--- src/rtl/chk_delay_line.sv ---
// Fixed-latency shift register with a valid bit per stage; it carries the
// expected result of each accepted tuple until the alu answer is due.
module chk_delay_line #(
  parameter int DEPTH = 1,
  parameter int WIDTH = 8
) (
  input  logic             clk,
  input  logic             reset,
  input  logic             in_valid,
  input  logic [WIDTH-1:0] in_data,
  output logic             out_valid,
  output logic [WIDTH-1:0] out_data,
  output logic             any_valid
);

  logic [DEPTH-1:0] valid;
  logic [WIDTH-1:0] data [DEPTH];

  always_ff @(posedge clk) begin
    if (reset) begin
      valid <= '0;
    end else begin
      valid[0] <= in_valid;
      for (int i = 1; i < DEPTH; i++) valid[i] <= valid[i-1];
    end
  end

  // NOTE: payload stages are not reset; the valid bits alone qualify them.
  always_ff @(posedge clk) begin
    data[0] <= in_data;
    for (int i = 1; i < DEPTH; i++) data[i] <= data[i-1];
  end

  assign out_valid = valid[DEPTH-1];
  assign out_data  = data[DEPTH-1];
  assign any_valid = |valid;

endmodule

--- config.mk ---
export PLATFORM = sky130hd
export DESIGN_NAME = chk_delay_line
export DESIGN_NICKNAME = d
export VERILOG_FILES = /design/src/rtl/chk_delay_line.sv
export SDC_FILE = /design/constraint.sdc
export NUM_CORES = 1
export LEC_CHECK = 0
export BUFFER_PORTS_ARGS = -buffer_cell sky130_fd_sc_hd__buf_2
export CAP_MARGIN = 20
export CORE_AREA = 2 2 39 41
export DETAILED_ROUTE_END_ITERATION = 10
export DIE_AREA = 0 0 41 43
export GPL_ROUTABILITY_DRIVEN = 0
export PLACE_DENSITY_LB_ADDON = 0.1
export SYNTH_ARGS = -nofsm -noshare
export SYNTH_HDL_FRONTEND = slang
export SYNTH_SLANG_ARGS = --single-unit
--- constraint.sdc ---
create_clock -name clk -period 0.8 [get_ports clk]
set_input_delay 0.08 -clock clk [delete_from_list [all_inputs] [get_ports clk]]
set_output_delay 0.08 -clock clk [all_outputs]
set_load 0.02 [all_outputs]
# After elaboration in Yosys (flattened, before gate mapping)
# Memory sizes are Yosys's and may differ from the RTL's.
# Index checks and enable logic that the tools add are counted.
# W data, S select, Z words.
totals:
  output_inout_bits: 10
  mem_count: 1
  register_bits: 1
  ramBits: 8
  input_bits: 11
  wordCells: 2
mem_list:
  columns: ["name", "words", "width", "read_ports", "rd_ports_with_merged_regs", "wr", "line_no", "rtl"]
  rows:
  - ["data", 1, 8, 1, 0, 1, "17", "logic [WIDTH-1:0] data [DEPTH];"]

# Longest topological paths before layout
# Gate-level depths: netlist of run 1.
depth:
  word_depth: 0
  depth_mapped: 1
  mapped_depth_nobuf: 1

# Worst setup path after synthesis of run 1
# No wires, ideal clock.
synth_path:
  path_type: "flip-flop to output port"
  start: "register valid, in the netlist any_valid"
  end: "output port out_valid"
  path_slack_ns: 0.125
  n_path_buf: 1
  path_stages_with_launch: 2
  arrival_time_ns: 0.595
  path_cell_list: "dfxtp_1 buf_4"
synth_lines:
  columns: ["element", "line_no", "rtl"]
  rows:
  - ["from (decl)", "16", "logic [DEPTH-1:0] valid;"]
  - ["to (decl)", "11", "output logic out_valid,"]
# No word-level cell between the ends.

# Worst setup path after layout of run 1
layout_path:
  start: "register valid, in the netlist any_valid"
  end: "output port any_valid"
layout_lines:
  columns: ["element", "line_no", "rtl"]
  rows:
  - ["to (decl)", "13", "output logic any_valid"]
# No word-level cell between the ends.

==> results of run 1 <==
-- cell usage after synthesis --
library cell / instances
buf_4: 1
nor2b_4: 1
dfxtp_1: 9
-- registers in the layout (all words and copies together) (netlist names) --
signal and cells:
any_valid 1, data 8
-- cell families (layout without fill, tap and decap cells) --
| group | after synthesis | count (layout) | synth area share (%) |
|---|---|---|---|
| buffers and inverters | 1 | 33 | 3.728 |
| flip-flops | 9 | 9 | 89.44 |
| AND/OR/NAND/NOR | 1 | 1 | 6.831 |
-- layout make-up --
type | count | share of cell area (%)
multi-input cells | 1 | 2.842
flip-flops and latches | 9 | 38.50
repair buffers | 29 | 49.10
well taps | 16 | 4.134
clock buffers | 4 | 5.426
-- where the power goes --
| group | switching [mW] | internal (mW) |
|---|---|---|
| clock network | 0.153 | 0.192 |
| logic | 0.0545 | 0.0908 |
| registers | 0.00869 | 0.475 |
| total | 0.216 | 0.758 |
-- cell usage in the layout, fill, tap and decap left out --
cell           synthesis  final
nor2b_4                1      1
buf_2                  0     10
clkbuf_4               0      3
dfxtp_1                9      4
clkbuf_1               0      1
dfxtp_2                0      5
dlygate4sd3_1          0      9
buf_6                  0      6
buf_4                  1      4
-- how the worst max path moves through the flow --
| stage | startpoint | end | cells after the start |
|---|---|---|---|
| after floorplan | any_valid$_SDFF_PP0_ | out_valid | 1 |
| after global placement | any_valid$_SDFF_PP0_ | out_valid | 1 |
| after detailed placement | any_valid$_SDFF_PP0_ | any_valid | 1 |
| after CTS | any_valid$_SDFF_PP0_ | any_valid | 1 |
| after global routing | any_valid$_SDFF_PP0_ | out_valid | 1 |
| final | any_valid$_SDFF_PP0_ | any_valid | 1 |
-- stage by stage --
step                      setup TNS [ps]  area, µm²  hold slack [ps]
final                                  0      484.2            46.97
after global routing              -49.22      484.2            49.60
after CTS                         -31.99      437.9            41.50
after detailed placement               0      314.1            183.6
after global placement                 0      314.1            182.6
after floorplan                        0      201.4            107.7
-- per-layer routing --
layer	up-vias	global-route usage, %
met1	79	5.825
li1	95	-
met2	11	10.00
met3	0	3.141
met5	-	0
met4	0	6.000
-- repair_timing --
action | CTS | global route
hold endpoints to repair | 9 | 0
setup endpoints to repair | 5 | 9
resized for setup | 3 | 18
pin swaps | 0 | 0
hold buffers | 9 | 0
==> impl_metrics.json, run 1 <==
{
  "drv_slew": 0,
  "power_density_nw_per_um2": 2012,
  "post_drt_via_cell_ratio": 3.136,
  "numCtsBuffers": 3,
  "crit_buf_inv": 1,
  "p_total_mw": 0.9741,
  "n_fill_cell": 142,
  "rows": 14,
  "max_stage_delay_ps": 340,
  "grt_pass1_vias": 201,
  "drv_cap": 0,
  "route.met3.wl_um": 45,
  "worst_slack_ps": 17.78,
  "path_max_fanout": 2,
  "path_class": "flip-flop to primary output",
  "synth.top_cell.area_share_pct": 89.44,
  "initial_core_util_pct": 14.56,
  "period_share_pct": 97.78,
  "multi_input_area_um2": 13.76,
  "period_minus_slack_ps": 782.2,
  "grt_start_max_net_pins": 6,
  "met2_length_um": 219,
  "fin_cells": 59,
  "die_h_um": 43,
  "drive_above_1_share_pct": 67.44,
  "highest_layer": "met3",
  "drc_errors": 0,
  "antenna_cells": 0,
  "ant_nets": 0,
  "grt.total_usage_pct": 6.539,
  "clock_path_buffers": 2,
  "crit_family": "flip-flops",
  "met1_length_um": 164,
  "fmax_mhz": 1278,
  "outcome": "finished, final reports clean",
  "synth_top_cell_by_area": "dfxtp_1",
  "htree_levels": 1,
  "io_pins": 21,
  "critical_path.slowest_cell": "dfxtp_2",
  "clkSinkCount": 9,
  "firstDrtPassIters": 1,
  "relSlewSlack_pct": 95.80,
  "clkTransAtPathRegs_ps": 60,
  "dp_slack_ps": 267.4,
  "antenna_found_initial": 0,
  "vdd_drop_max_uv": 520.1,
  "die-area_um2": 1763,
  "synth_fp_nets": 22,
  "dp_cells": 46,
  "post_synth.cell_area_avg_um2": 18.31,
  "end_kind": "primary output",
  "required_ps": 720,
  "cts_setup_buffers": 0,
  "synth_cells": 11,
  "synthToLayoutAreaGrowth_pct": 140.4,
  "p_leak_nw": 0.2309,
  "worstHoldStart": "in_valid",
  "wl_um": 428,
  "synth_area_leaders": "dfxtp_1 (89%), nor2b_4 (6.8%), buf_4 (3.7%)",
  "whs_endpoint": "any_valid$_SDFF_PP0_",
  "netlist_area_um2": 201.4,
  "grt-ovfl-total": 0,
  "final-seq-area_um2": 186.4,
  "core_area_um2": 1384,
  "grt_setup_unrepaired": "yes",
  "cts_tree": "done",
  "hold_depth": 2,
  "port_buffers": 20,
  "ys_seq_area_share_pct": 89.44,
  "routedWlPerCell_um": 7.254,
  "die_x_um": 41,
  "finalCoreUtilization_pct": 34.99,
  "ys_types": 3,
  "min_path_type": "primary input to flip-flop",
  "path_cells": "buf_6",
  "worst-slew-pin-transition_ps": 62.93,
  "grt_pass1_wl_um": 738,
  "drtIter0Drc": 0,
  "finalSetupViolations": 0,
  "start_kind": "flip-flop",
  "via_count": 185,
  "cts_root_buf": "clkbuf_4",
  "layout.nets": 55,
  "ys_seq_elements": 9,
  "finalHoldViolCount": 0,
  "crit_arrival_ps": 700,
  "synth_warnings": 0
}
Power figures use the tool's default switching activity.
==> inputs of run 2 (changes only) <==
--- a/config.mk
+++ b/config.mk
@@ -11,7 +11,7 @@
 export DETAILED_ROUTE_END_ITERATION = 10
 export DIE_AREA = 0 0 41 43
 export GPL_ROUTABILITY_DRIVEN = 0
-export PLACE_DENSITY_LB_ADDON = 0.1
+export PLACE_DENSITY_LB_ADDON = 0.08
 export SYNTH_ARGS = -nofsm -noshare
 export SYNTH_HDL_FRONTEND = slang
 export SYNTH_SLANG_ARGS = --single-unit
==> impl_metrics.json, run 2 (synthesis results as in run 1) <==
{
  "drtIter0Drc": 0,
  "layout.nets": 55,
  "grt-ovfl-total": 0,
  "htree_levels": 1,
  "dp_cells": 46,
  "die-area_um2": 1763,
  "clock_path_buffers": 2,
  "worst-slew-pin-transition_ps": 66.26,
  "min_path_type": "primary input to flip-flop",
  "fmax_mhz": 1274,
  "ant_nets": 0,
  "drive_above_1_share_pct": 74.42,
  "vdd_drop_max_uv": 731.6,
  "worst_slack_ps": 14.96,
  "grt_start_max_net_pins": 6,
  "path_max_fanout": 2,
  "critical_path.slowest_cell": "dfxtp_2",
  "crit_arrival_ps": 710,
  "power_density_nw_per_um2": 1934,
  "post_drt_via_cell_ratio": 3.203,
  "period_share_pct": 98.13,
  "crit_buf_inv": 1,
  "path_cells": "buf_6",
  "final_cell_mix": "buf_2 (10), buf_6 (10), dlygate4sd3_1 (9), dfxtp_2 (8), clkbuf_4 (3)",
  "cts_tree": "done",
  "dp_slack_ps": 263.8,
  "start_kind": "flip-flop",
  "via_count": 189,
  "port_buffers": 20,
  "relSlewSlack_pct": 95.58,
  "whs_endpoint": "any_valid$_SDFF_PP0_",
  "regMostFlops": "data",
  "antenna_cells": 0,
  "multi_input_area_um2": 13.76,
  "die_x_um": 41,
  "io_pins": 21,
  "worstHoldStart": "in_valid",
  "largest_reg_flops": 8,
  "die_h_um": 43,
  "period_minus_slack_ps": 785.0,
  "antenna_found_initial": 0,
  "outcome": "finished, final reports clean",
  "firstDrtPassIters": 1,
  "n_fill_cell": 141,
  "routedWlPerCell_um": 7.458,
  "end_kind": "primary output",
  "required_ps": 720,
  "path_class": "flip-flop to primary output",
  "fin_cells": 59,
  "grt_pass1_vias": 181,
  "grt_pass1_wl_um": 627,
  "grt.total_usage_pct": 6.344,
  "tns_ps": 0,
  "initial_core_util_pct": 14.56,
  "drv_slew": 0,
  "numCtsBuffers": 3,
  "crit_family": "flip-flops",
  "max_stage_delay_ps": 340,
  "clkSinkCount": 9,
  "p_leak_nw": 0.2359,
  "cts_root_buf": "clkbuf_4",
  "final-seq-area_um2": 190.2,
  "core_area_um2": 1384,
  "finalCoreUtilization_pct": 36.35,
  "cts_setup_buffers": 0,
  "synthToLayoutAreaGrowth_pct": 149.7,
  "grt_setup_unrepaired": "yes",
  "clkTransAtPathRegs_ps": 60,
  "hold_depth": 2,
  "wl_um": 440,
  "p_total_mw": 0.9730,
  "finalHoldViolCount": 0,
  "finalSetupViolations": 0,
  "drv_cap": 0,
  "rows": 14,
  "drc_errors": 0
}
## run 2: cell counts in the layout (fill, tap and decap cells not counted)
No cell type changed its count.
## run 2: metrics by stage
step	hold slack (ps)	instance area, µm²
after global routing	27.77	503.0
after floorplan	107.7	201.4
after detailed placement	184.5	314.1
after CTS	30.31	451.7
final	40.61	503.0
after global placement	182.6	314.1
## run 2: cell type report
cell class	count	share of cell area [%]
sequential	9	37.81
timing repair buffer	29	50.25
multi-input combinational	1	2.736
tap	16	3.980
clock buffer	4	5.224
## run 2: how the worst max path moves through the flow
stage / cells after the start / to / start / slack [ps]
global placement: 1 / out_valid / any_valid$_SDFF_PP0_ / 270
floorplan: 1 / out_valid / any_valid$_SDFF_PP0_ / 130
global route: 1 / any_valid / any_valid$_SDFF_PP0_ / -30
CTS: 1 / out_valid / any_valid$_SDFF_PP0_ / -0.6
finish: 1 / any_valid / any_valid$_SDFF_PP0_ / 10
detailed placement: 1 / out_valid / any_valid$_SDFF_PP0_ / 260
## run 2: where the power goes
group          switching, mW  leakage (nW)  internal (mW)
combinational         0.0546         0.145         0.0973
sequential            0.0111        0.0761          0.477
clock                  0.142        0.0150          0.191
total                  0.207         0.236          0.766
## run 2: metal layers
metal  track usage [%]  vias to the layer above  wire length [µm]
met3             9.424                        0                79
met5                 0                        -                 0
met4             2.000                        0                 0
met1             3.571                       78               143
met2             9.688                       16               218
li1                  -                       95                 -
## run 2: timing repair
item / in CTS / in global routing
hold endpoints to repair: 9 / 0
hold buffers: 9 / 0
resized for setup: 8 / 20
cloned: 0 / 0
endpoints found under the setup margin: 5 / 10
==> inputs of run 3 (changes only) <==
==> constraint.sdc (replaced) <==
create_clock -name clk -period 0.9 [get_ports clk]
set_input_delay 0.09 -clock clk [delete_from_list [all_inputs] [get_ports clk]]
set_output_delay 0.09 -clock clk [all_outputs]
set_load 0.02 [all_outputs]
==> impl_metrics.json, run 3 (synthesis results as in run 1) <==
{
  "outcome": "finished, final reports clean",
  "critical_path.slowest_cell": "dfxtp_1",
  "htree_levels": 1,
  "multi_input_area_um2": 13.76,
  "drv_slew": 0,
  "routedWlPerCell_um": 7.271,
  "grt_pass1_wl_um": 600,
  "drive_above_1_share_pct": 55.81,
  "regMostFlops": "data",
  "min_path_type": "primary input to flip-flop",
  "period_share_pct": 90.66,
  "largest_reg_flops": 8,
  "grt-ovfl-total": 0,
  "cts_hold_buf": 9,
  "initial_core_util_pct": 14.56,
  "worstHoldStart": "in_valid",
  "vdd_drop_max_uv": 639.1,
  "power_density_nw_per_um2": 1927,
  "finalHoldViolCount": 0,
  "p_leak_nw": 0.2160,
  "rows": 14,
  "clkSinkCount": 9,
  "die_x_um": 41,
  "required_ps": 810,
  "fmax_mhz": 1226,
  "final-seq-area_um2": 180.2,
  "grt_start_max_net_pins": 6,
  "port_buffers": 20,
  "n_fill_cell": 142,
  "synthToLayoutAreaGrowth_pct": 113.7,
  "end_kind": "primary output",
  "crit_family": "flip-flops",
  "core_area_um2": 1384,
  "grt.total_usage_pct": 6.143,
  "final_cell_mix": "buf_2 (20), dfxtp_1 (9), dlygate4sd3_1 (9), clkbuf_4 (3)",
  "start_kind": "flip-flop",
  "cts_tree": "done",
  "whs_endpoint": "any_valid$_SDFF_PP0_",
  "period_minus_slack_ps": 815.9,
  "clkTransAtPathRegs_ps": 60,
  "relSlewSlack_pct": 92.46,
  "path_class": "flip-flop to primary output",
  "cts_root_buf": "clkbuf_4",
  "tns_ps": 0,
  "die_h_um": 43,
  "firstDrtPassIters": 1,
  "post_drt_via_cell_ratio": 3.136,
  "stdcell_area_um2": 430.4,
  "ant_nets": 0,
  "crit_buf_inv": 1,
  "grt_pass1_vias": 172,
  "worst-slew-pin-transition_ps": 113.8,
  "max_stage_delay_ps": 320,
  "grt_setup_unrepaired": "no",
  "path_max_fanout": 2,
  "dp_cells": 46,
  "final_common_cell": "buf_2",
  "drtIter0Drc": 0,
  "crit_arrival_ps": 730,
  "numCtsBuffers": 3,
  "hold_depth": 2,
  "post_cts_resized": 0,
  "clock_path_buffers": 2,
  "die-area_um2": 1763,
  "via_count": 185,
  "drc_errors": 0,
  "wl_um": 429,
  "antenna_cells": 0,
  "drv_cap": 0,
  "cts_setup_buffers": 0,
  "place_area_um2": 314.1,
  "finalSetupViolations": 0,
  "layout.nets": 55,
  "io_pins": 21,
  "path_cells": "buf_2",
  "antenna_found_initial": 0,
  "fin_cells": 59
}
## run 3: how the worst max path moves through the flow
| stage | start | to | slack [ps] | cells after the start |
|---|---|---|---|---|
| 4_1_cts | any_valid$_SDFF_PP0_ | out_valid | 70 | 1 |
| 5_1_grt | any_valid$_SDFF_PP0_ | any_valid | 30 | 1 |
| 6_report | any_valid$_SDFF_PP0_ | out_valid | 80 | 1 |
| 3_3_place_gp | any_valid$_SDFF_PP0_ | out_valid | 360 | 1 |
| 3_5_place_dp | any_valid$_SDFF_PP0_ | out_valid | 350 | 1 |
| 2_1_floorplan | any_valid$_SDFF_PP0_ | out_valid | 220 | 1 |
## run 3: final cells by class
cell class	instances	area share, %
Timing Repair Buffer	29	44.19
Sequential cell	9	41.86
Clock buffer	4	6.105
Tap cell	16	4.651
Multi-Input combinational cell	1	3.198
## run 3: metal layers
layer / up-vias / GRT usage [%] / wire length, µm
met5: - / 0 / 0
met1: 74 / 3.571 / 153
met2: 16 / 9.063 / 202
met3: 0 / 9.424 / 74
li1: 95 / - / -
met4: 0 / 2.000 / 0
## run 3: through the flow
stage	hold WS (ps)	worst slack [ps]	utilization [%]	total power, mW
after CTS	40.41	67.07	31.10	0.8492
after global placement	192.6	359.3	22.69	0.5113
after global routing	37.92	29.85	31.10	0.8912
final	48.79	84.06	31.10	0.8295
after floorplan	117.7	215.1	-	0.4727
after detailed placement	194.5	353.8	22.69	0.5130
## run 3: power breakdown
group	switching [mW]	internal, mW
Combinational	0.0486	0.0593
Clock	0.128	0.170
Sequential	0.00408	0.420
Total	0.180	0.649
